### src/rtl/uart_pkg.sv
// Shared definitions for the UART transmit path: arbiter state encoding and
// the byte width common to the arbiter and the transmitter.
package uart_pkg;

    localparam int UART_DATA_BITS = 8;

    typedef enum logic [1:0] {
        IDLE  = 2'd0,
        GRANT = 2'd1,
        START = 2'd2,
        DONE  = 2'd3
    } state_e;

endpackage

### src/rtl/rr_arbiter.sv
// Combinational round-robin search: first set request strictly after the
// pointer, wrapping, so the pointer position itself has lowest priority.
module rr_arbiter #(
    parameter int N_REQ = 4,
    parameter int IDX_W = $clog2(N_REQ)
) (
    input  logic [N_REQ-1:0] i_req,
    input  logic [IDX_W-1:0] i_ptr,
    output logic [N_REQ-1:0] o_onehot,
    output logic [IDX_W-1:0] o_idx,
    output logic             o_any
);

    always_comb begin
        int k;
        // NOTE: every output of a combinational block gets a default before any
        // conditional assignment, otherwise synthesis infers a latch.
        o_onehot = '0;
        o_idx    = '0;
        o_any    = 1'b0;
        k        = 0;
        // Walk from lowest to highest priority so the last hit wins.
        for (int i = N_REQ; i >= 1; i--) begin
            k = int'(i_ptr) + i;
            if (k >= N_REQ) k = k - N_REQ;
            if (i_req[k]) begin
                o_any       = 1'b1;
                o_idx       = IDX_W'(k);
                o_onehot    = '0;
                o_onehot[k] = 1'b1;
            end
        end
    end

endmodule

### src/rtl/uart_tx_arbiter.sv
// Packet-locked round-robin arbiter feeding one uart_tx: one write strobe per
// byte, paced by the transmitter busy flag, with burst and stall release.
module uart_tx_arbiter
    import uart_pkg::*;
#(
    parameter int N_REQ       = 4,
    parameter int DATA_BITS   = UART_DATA_BITS,
    parameter int MAX_BURST   = 16,
    parameter int GAP_TIMEOUT = 1024
) (
    input  logic                       i_clk,
    input  logic                       i_reset,
    input  logic [N_REQ-1:0]           i_req_valid,
    input  logic [N_REQ*DATA_BITS-1:0] i_req_data,
    input  logic [N_REQ-1:0]           i_req_last,
    output logic [N_REQ-1:0]           o_req_ready,
    output logic [N_REQ-1:0]           o_grant,
    output logic                       o_tx_write,
    output logic [DATA_BITS-1:0]       o_tx_data,
    input  logic                       i_tx_busy,
    output logic                       o_burst_abort,
    output logic                       o_gap_timeout
);

    localparam int IDX_W = $clog2(N_REQ);
    localparam int CNT_W = $clog2(MAX_BURST + 1);
    localparam int GAP_W = (GAP_TIMEOUT > 1) ? $clog2(GAP_TIMEOUT) : 1;

    localparam logic [IDX_W-1:0] PTR_RESET   = IDX_W'(N_REQ - 1);
    localparam logic [CNT_W-1:0] BURST_LIMIT = CNT_W'(MAX_BURST);
    localparam logic [GAP_W-1:0] GAP_LAST    = GAP_W'(GAP_TIMEOUT - 1);

    state_e               state_q, state_d;
    logic [IDX_W-1:0]     idx_q, idx_d;
    logic [IDX_W-1:0]     ptr_q, ptr_d;
    logic [CNT_W-1:0]     count_q, count_d;
    logic [GAP_W-1:0]     gap_q, gap_d;
    logic [DATA_BITS-1:0] tx_data_q, tx_data_d;
    logic                 last_q, last_d;
    logic                 tx_write_q, tx_write_d;
    logic                 burst_abort_q, burst_abort_d;
    logic                 gap_timeout_q, gap_timeout_d;

    logic [N_REQ-1:0]     arb_onehot;
    logic [IDX_W-1:0]     arb_idx;
    logic                 arb_any;
    logic [N_REQ-1:0]     owner;

    rr_arbiter #(
        .N_REQ (N_REQ),
        .IDX_W (IDX_W)
    ) u_rr_arbiter (
        .i_req    (i_req_valid),
        .i_ptr    (ptr_q),
        .o_onehot (arb_onehot),
        .o_idx    (arb_idx),
        .o_any    (arb_any)
    );

    assign owner = N_REQ'(1) << idx_q;

    // Grant covers GRANT/START/DONE; only GRANT may accept a byte.
    assign o_grant       = (state_q == IDLE)  ? '0 : owner;
    assign o_req_ready   = (state_q == GRANT) ? owner : '0;
    assign o_tx_write    = tx_write_q;
    assign o_tx_data     = tx_data_q;
    assign o_burst_abort = burst_abort_q;
    assign o_gap_timeout = gap_timeout_q;

    always_comb begin
        state_d       = state_q;
        idx_d         = idx_q;
        ptr_d         = ptr_q;
        count_d       = count_q;
        gap_d         = gap_q;
        tx_data_d     = tx_data_q;
        last_d        = last_q;
        tx_write_d    = 1'b0;
        burst_abort_d = 1'b0;
        gap_timeout_d = 1'b0;

        unique case (state_q)
            IDLE: begin
                // A byte may still be on the line after reset; wait it out.
                if (arb_any && !i_tx_busy) begin
                    idx_d   = arb_idx;
                    count_d = '0;
                    gap_d   = '0;
                    state_d = GRANT;
                end
            end
            GRANT: begin
                if (i_req_valid[idx_q]) begin
                    tx_data_d  = i_req_data[idx_q*DATA_BITS +: DATA_BITS];
                    last_d     = i_req_last[idx_q];
                    count_d    = count_q + CNT_W'(1);
                    tx_write_d = 1'b1;
                    state_d    = START;
                end else if (gap_q == GAP_LAST) begin
                    gap_timeout_d = 1'b1;
                    ptr_d         = idx_q;
                    state_d       = IDLE;
                end else begin
                    gap_d = gap_q + GAP_W'(1);
                end
            end
            START: begin
                if (i_tx_busy) state_d = DONE;
            end
            DONE: begin
                if (!i_tx_busy) begin
                    if (last_q) begin
                        ptr_d   = idx_q;
                        state_d = IDLE;
                    end else if (count_q == BURST_LIMIT) begin
                        burst_abort_d = 1'b1;
                        ptr_d         = idx_q;
                        state_d       = IDLE;
                    end else begin
                        gap_d   = '0;
                        state_d = GRANT;
                    end
                end
            end
            default: state_d = IDLE;
        endcase
    end

    // NOTE: sequential state uses non-blocking assignments so every flop
    // samples the pre-edge value, independent of statement order.
    always_ff @(posedge i_clk) begin
        if (i_reset) begin
            state_q       <= IDLE;
            idx_q         <= '0;
            ptr_q         <= PTR_RESET;
            count_q       <= '0;
            gap_q         <= '0;
            tx_data_q     <= '0;
            last_q        <= 1'b0;
            tx_write_q    <= 1'b0;
            burst_abort_q <= 1'b0;
            gap_timeout_q <= 1'b0;
        end else begin
            state_q       <= state_d;
            idx_q         <= idx_d;
            ptr_q         <= ptr_d;
            count_q       <= count_d;
            gap_q         <= gap_d;
            tx_data_q     <= tx_data_d;
            last_q        <= last_d;
            tx_write_q    <= tx_write_d;
            burst_abort_q <= burst_abort_d;
            gap_timeout_q <= gap_timeout_d;
        end
    end

endmodule
### config.mk
export PLATFORM = sky130hd
export DESIGN_NAME = uart_tx_arbiter
export DESIGN_NICKNAME = d
export VERILOG_FILES = /design/src/rtl/uart_pkg.sv /design/src/rtl/rr_arbiter.sv /design/src/rtl/uart_tx_arbiter.sv
export SDC_FILE = /design/constraint.sdc
export NUM_CORES = 1
export LEC_CHECK = 0
export CAP_MARGIN = 20
export CORE_UTILIZATION = 40
export CTS_CLUSTER_DIAMETER = 150
export CTS_CLUSTER_SIZE = 25
export DETAILED_ROUTE_END_ITERATION = 10
export PLACE_DENSITY = 0.77
export SKIP_CTS_REPAIR_TIMING = 1
export SLEW_MARGIN = 20
export SYNTH_ARGS = -nofsm -noshare
export SYNTH_HDL_FRONTEND = slang
export SYNTH_SLANG_ARGS = --single-unit
export TNS_END_PERCENT = 1
### constraint.sdc
create_clock -name i_clk -period 3 [get_ports i_clk]
set_input_delay 0.45 -clock i_clk [delete_from_list [all_inputs] [get_ports i_clk]]
set_output_delay 0.45 -clock i_clk [all_outputs]
set_load 0.005 [all_outputs]
---- Word level (Yosys, flattened, before mapping) ----
Cells that the tools add are included.
word-level totals
  register bits ........................... 33
  latch bits .............................. 0
  memory bits (writable) .................. 0
  bits in read-only memories .............. 0
  input bits .............................. 43
  output and inout port bits .............. 19
  word-level logic and storage cells ...... 121
  memories kept ........................... 0
operators by class
  add/subtract/negate cells ............... 10
  multipliers ............................. 0
  div/mod/pow operators ................... 0
  magnitude comparators ................... 9
  equality and inequality tests ........... 16
  shifts and indexed selects .............. 2
  muxes and demuxes ....................... 57
  bitwise operators ....................... 2
  reduce and logical (&&, ||, !) cells .... 15
operators with widths
  kind                                                                           number
  32-bit by 4-bit >= comparator with 1-bit output, second input constant         4
  32-bit by 4-bit less-than comparator with 1-bit output, second input constant  4
  32-bit 2-to-1 mux                                                              4
  32-bit by 4-bit subtractor with 32-bit output, second input constant           4
  10-bit 2-to-1 mux                                                              6
  32-bit by 6-bit variable part select with 8-bit output                         1
  10-bit case mux with 3 select lines                                            1
  2-bit 2-to-1 mux                                                               14
  1-bit 2-to-1 mux                                                               19
  1-bit binary-select mux with 2-bit select                                      6
  2-bit inequality test, second input constant                                   6
  10-bit by 1-bit adder with 10-bit output, second input constant                1
  10-bit == test, second input constant                                          1
  5-bit 2-to-1 mux                                                               2
  5-bit case mux with 2 select lines                                             1
  4-bit 2-to-1 mux                                                               2
  2-bit case mux with 4 select lines                                             1
  7-bit AND reduction                                                            1
  2-bit by 2-bit adder with 3-bit output, second input constant                  2
  2-bit by 1-bit inequality test with 1-bit output, second input constant        3
  5-bit by 1-bit adder with 5-bit output, second input constant                  1
  5-bit == test, second input constant                                           1
  5-bit AND reduction                                                            1
  2-bit by 3-bit adder with 4-bit output, second input constant                  1
  other kinds (20)                                                               24

---- Longest topological paths before layout ----
  depth after elaboration ................. 13
  depth in mapped cells ................... 7
  mapped depth without buffers ............ 6

---- Modules after synthesis ----
Synthesis repeated with hierarchy kept, for this count alone.
second synthesis, totals
  cell total of the unflattened synthesis .. 302
  area, all modules ....................... 2587.5 um^2
modules (own cells, without submodules)
  module           instances  cells an instance  area an instance (um^2)  sequential area each (um^2)
  uart_tx_arbiter  1          211                1934.4                   660.6
  rr_arbiter       1          91                 653.1                    0.0

---- Worst setup path before layout ----
OpenSTA, ideal clock, no wires.
  path kind ............................... register to register
  from .................................... register idx_q[1]
  to ...................................... register gap_q[7]
  setup time .............................. 0.067 ns
  data arrival time ....................... 1.855 ns
  required time ........................... 2.933 ns
  slack ................................... 1.078 ns
  cell stages (with the launch flop) ...... 6
  path buffers ............................ 1
  period minus slack after synthesis ...... 1.922 ns
  cell sequence ........................... dfxtp_1 buf_6 mux4_2 or4_1 a211o_1 o21ai_2
on the way
  longest elaborated chain between the ends .. 4
ends and longest elaborated chain
  element                                    RTL line                source
  start, declared                            uart_tx_arbiter.sv:34   logic [IDX_W-1:0] idx_q, idx_d;
  start signal, assigned                     uart_tx_arbiter.sv:145  idx_q <= idx_d;
  1-bit binary-select mux with 2-bit select  uart_tx_arbiter.sv:93   if (i_req_valid[idx_q]) begin
  1-bit 2-to-1 mux (not written as such)     uart_tx_arbiter.sv:93
  2-bit inequality test (no source line)     --
  7-bit AND reduction (no source line)       --
  end signal, assigned                       uart_tx_arbiter.sv:148  gap_q <= gap_d;
  end, declared                              uart_tx_arbiter.sv:37   logic [GAP_W-1:0] gap_q, gap_d;
No other way between the ends. The select of a mux whose other input is x is not followed.
A chain may end at the register's enable or synchronous reset.

---- Final worst setup path ----
  from .................................... input port i_req_valid[3]
  to ...................................... register ptr_q[0]
on the way
  longest elaborated chain between the ends .. 4
ends and longest elaborated chain
  element                                    RTL line                source
  start, declared                            uart_tx_arbiter.sv:13   input logic [N_REQ-1:0] i_req_valid,
  1-bit binary-select mux with 2-bit select  uart_tx_arbiter.sv:93
  1-bit 2-to-1 mux (not written as such)     uart_tx_arbiter.sv:93
  2-bit inequality test (no source line)     --
  5-bit AND reduction (no source line)       --
  end signal, assigned                       uart_tx_arbiter.sv:146  ptr_q <= ptr_d;
  end, declared                              uart_tx_arbiter.sv:35   logic [IDX_W-1:0] ptr_q, ptr_d;
No other way between the ends. The select of a mux whose other input is x is not followed.

==> impl_metrics.tcl <==
set metrics [dict create \
    cp.required_ps 3210 \
    gp_congestion 0.822 \
    clk_pin_slew_ps 70 \
    max-slew-margin-rel 0.505 \
    r2r_slack_ps 890 \
    fin_crit_sh 0.789 \
    synth_common_cells "34 x nand2_1, 33 x dfxtp_1, 20 x a21oi_1, 19 x nor2_1, 10 x inv_1" \
    finalPower_mw 1.17 \
    netlist_area_um2 1940 \
    grt_max_degree 30 \
    port-buffer-count 61 \
    crit_slowest_cell "mux4_2" \
    numCtsBuffers 5 \
    synth.largest_area_cell "dfxtp_1" \
    cp_max_fo 12 \
    arrival_ps 2580 \
    clkSinkCount 33 \
    synth_edf_count 0 \
    totalWireLength_um 5120 \
    critical_path.cell_chain "clkdlybuf4s50_1, mux4_2, and2_1, a211oi_1, mux2i_1" \
    cap_violations 0 \
    synth_seq_area_share 0.340 \
    antenna_found_initial 0 \
    post-place-ws_ps 367 \
    synth_top_area_frac 0.340 \
    powerDensity_nw_per_um2 434 \
    hold_path.class "register to register" \
    ant_nets 0 \
    status "complete, no violations" \
    worst_slew_pin_slew_ps 733 \
    critPathBufInv 1 \
    rsz0062_at_grt "false" \
    htree_num_levels 2 \
    finalSetupViolCount 0 \
    vias 1979 \
    crit_path_end_kind "register" \
    clock_latency_ps 280 \
    n_fill_cell 402 \
    dieArea_um2 5140 \
    skew_ps 3.37 \
    critPathTopFamily "multiplexers" \
    synthCells 232 \
    hold_end "o_tx_data[1]$_SDFFE_PP0P_" \
    synth_fp_nets 278 \
    multi_input_area_um2 1180 \
    avgSynthCellArea_um2 8.38 \
    cts_root_buffer "clkbuf_8" \
    grt_pass1_wl_um 8560 \
    synth-seq-cells 33 \
    std_cell_rows 24 \
    wire_per_inst_um 15.0 \
    max_stage_delay_ps 640 \
    clock_path_buffers 2 \
    finalHoldViolations 0 \
    rr_worst_depth 6 \
    hpwl_um 3660 \
    hold_depth 2 \
    seqCellArea_um2 661 \
    fin_crit_ps 2370 \
    coreArea_um2 4500 \
    drt-initial-drc-count 176 \
    post-route-drc-count 0 \
    grt_pass1_vias 1778 \
    async_flop_share 0 \
    start_util 0.431 \
    critPathLaunchType "input port" \
    n_antenna_cell 0 \
    vias_per_cell 5.79 \
    cts_tree "built" \
    ios 62 \
    path_class "input port to register" \
    dr.pass1.iters 4 \
    synth_most_common_cell "nand2_1" \
    leakagePower_nw 0.902 \
    setup_tns_ps 0 \
    hold_path.startpoint "o_tx_data[1]$_SDFFE_PP0P_" \
    die_y_um 71.7 \
    gr-usage-all-layers 0.214 \
    gr-total-overflow 0 \
    r2r_end "gap_q[1]$_SDFFE_PP0P_" \
    r2r-start "count_q[0]$_SDFFE_PP0P_" \
    ys_top_cells_by_area "dfxtp_1 34%, mux4_2 8.1%, nand2_1 6.6%" \
    ys.flop_type "dfxtp_1" \
    fmax_mhz 422 \
    syn_to_final_growth_pct 38.8 \
    nets 335 \
    fp.dieW_um 71.7 \
    critPathLaunch "i_req_valid[3]" \
    synth_cell_types 47 \
    drive_above_1_share 0.0724 \
    setup_ws_ps 632 \
    peakVddDrop_mv 0.186 \
    yosysWarningCount 0 \
    drv_slew 0 \
]
-- area by class of cell --
type	count	share of cell area
well taps	52	0.0241
flip-flops and latches	33	0.245
clock buffers	7	0.0320
clock inverters	1	0.0111
inverters	10	0.0139
multi-input cells	174	0.436
repair buffers	65	0.237
-- worst reg2reg max path, stage by stage, from the launching register on --
cell and delay, ps:
dfxtp_1 370, inv_1 90, ha_1 190, nor4bb_1 170, o41ai_1 500, o311a_1 510, o21ai_0 150
-- state kept, by name, summed over array words and instances (netlist names), named ones only --
signal         count
count_q            5
o_gap_timeout      1
ptr_q              2
o_burst_abort      1
o_tx_write         1
state_q            1
last_q             1
o_tx_data          8
gap_q             10
idx_q              2
-- power by group --
part | internal, mW | total, mW | leakage [nW] | switching [mW]
combinational | 0.139 | 0.266 | 0.576 | 0.126
clock | 0.271 | 0.432 | 0.0585 | 0.162
sequential | 0.456 | 0.473 | 0.267 | 0.0170
total | 0.866 | 1.17 | 0.902 | 0.305
-- worst max-delay path by stage --
| stage | slack (ps) | end | cells past startpoint |
|---|---|---|---|
| after floorplan | 1080 | gap_q[7]$_SDFFE_PP0P_ | 5 |
| after global routing | 520 | ptr_q[0]$_SDFFE_PP1P_ | 5 |
| after global placement | 450 | ptr_q[0]$_SDFFE_PP1P_ | 5 |
| final | 630 | ptr_q[0]$_SDFFE_PP1P_ | 5 |
| after CTS | 660 | ptr_q[0]$_SDFFE_PP1P_ | 5 |
| after detailed placement | 370 | ptr_q[1]$_SDFFE_PP1P_ | 5 |
-- layout by cell type, fill, tap and decap left out, types with 2 or more instances in the layout --
cell type,synthesis,final
clkbuf_8,0,6
mux2i_1,4,4
a21o_1,2,2
inv_1,10,10
or3_1,4,4
nor3_1,8,8
a31oi_1,3,3
nand3_1,8,8
o21ai_0,9,9
and4_1,2,2
o311a_1,2,2
nand2b_1,4,4
nor4_1,4,4
ha_1,3,3
mux4_2,7,7
buf_4,0,4
and3_1,4,4
a21oi_1,20,20
o22ai_1,5,5
nand4_1,2,2
or4_1,2,2
dfxtp_1,33,33
nor2_1,19,19
clkdlybuf4s50_1,0,61
o41ai_1,2,2
mux4_1,3,3
o211ai_1,2,2
nand2_1,34,34
a211oi_1,4,4
-- metrics by stage --
step	utilization	hold slack, ps	area, µm²	cells
global placement	0.573	441	2580	334
floorplan	-	450	1940	232
CTS	0.599	457	2700	342
detailed placement	0.573	448	2580	334
global route	0.599	481	2700	342
finish	0.599	456	2700	342
-- per-layer routing --
layer | vias to the layer above | routed length [µm] | track usage
met3 | 10 | 353 | 0.0492
li1 | 979 | - | -
met4 | 0 | 119 | 0.0784
met1 | 919 | 2240 | 0.293
met5 | - | 0 | 0
met2 | 71 | 2410 | 0.329
-- cells by family (layout without fill, tap and decap cells) --
group           count (synthesis)  count (layout)  synth area share
simple gates                   98              98             0.246
flops                          33              33             0.340
buf+inv                        25              83            0.0541
mux                            14              14             0.142
fa+ha+maj                       3               3            0.0193
compound gates                 59              59             0.198
No activity file was read; power rests on OpenSTA's default activity.
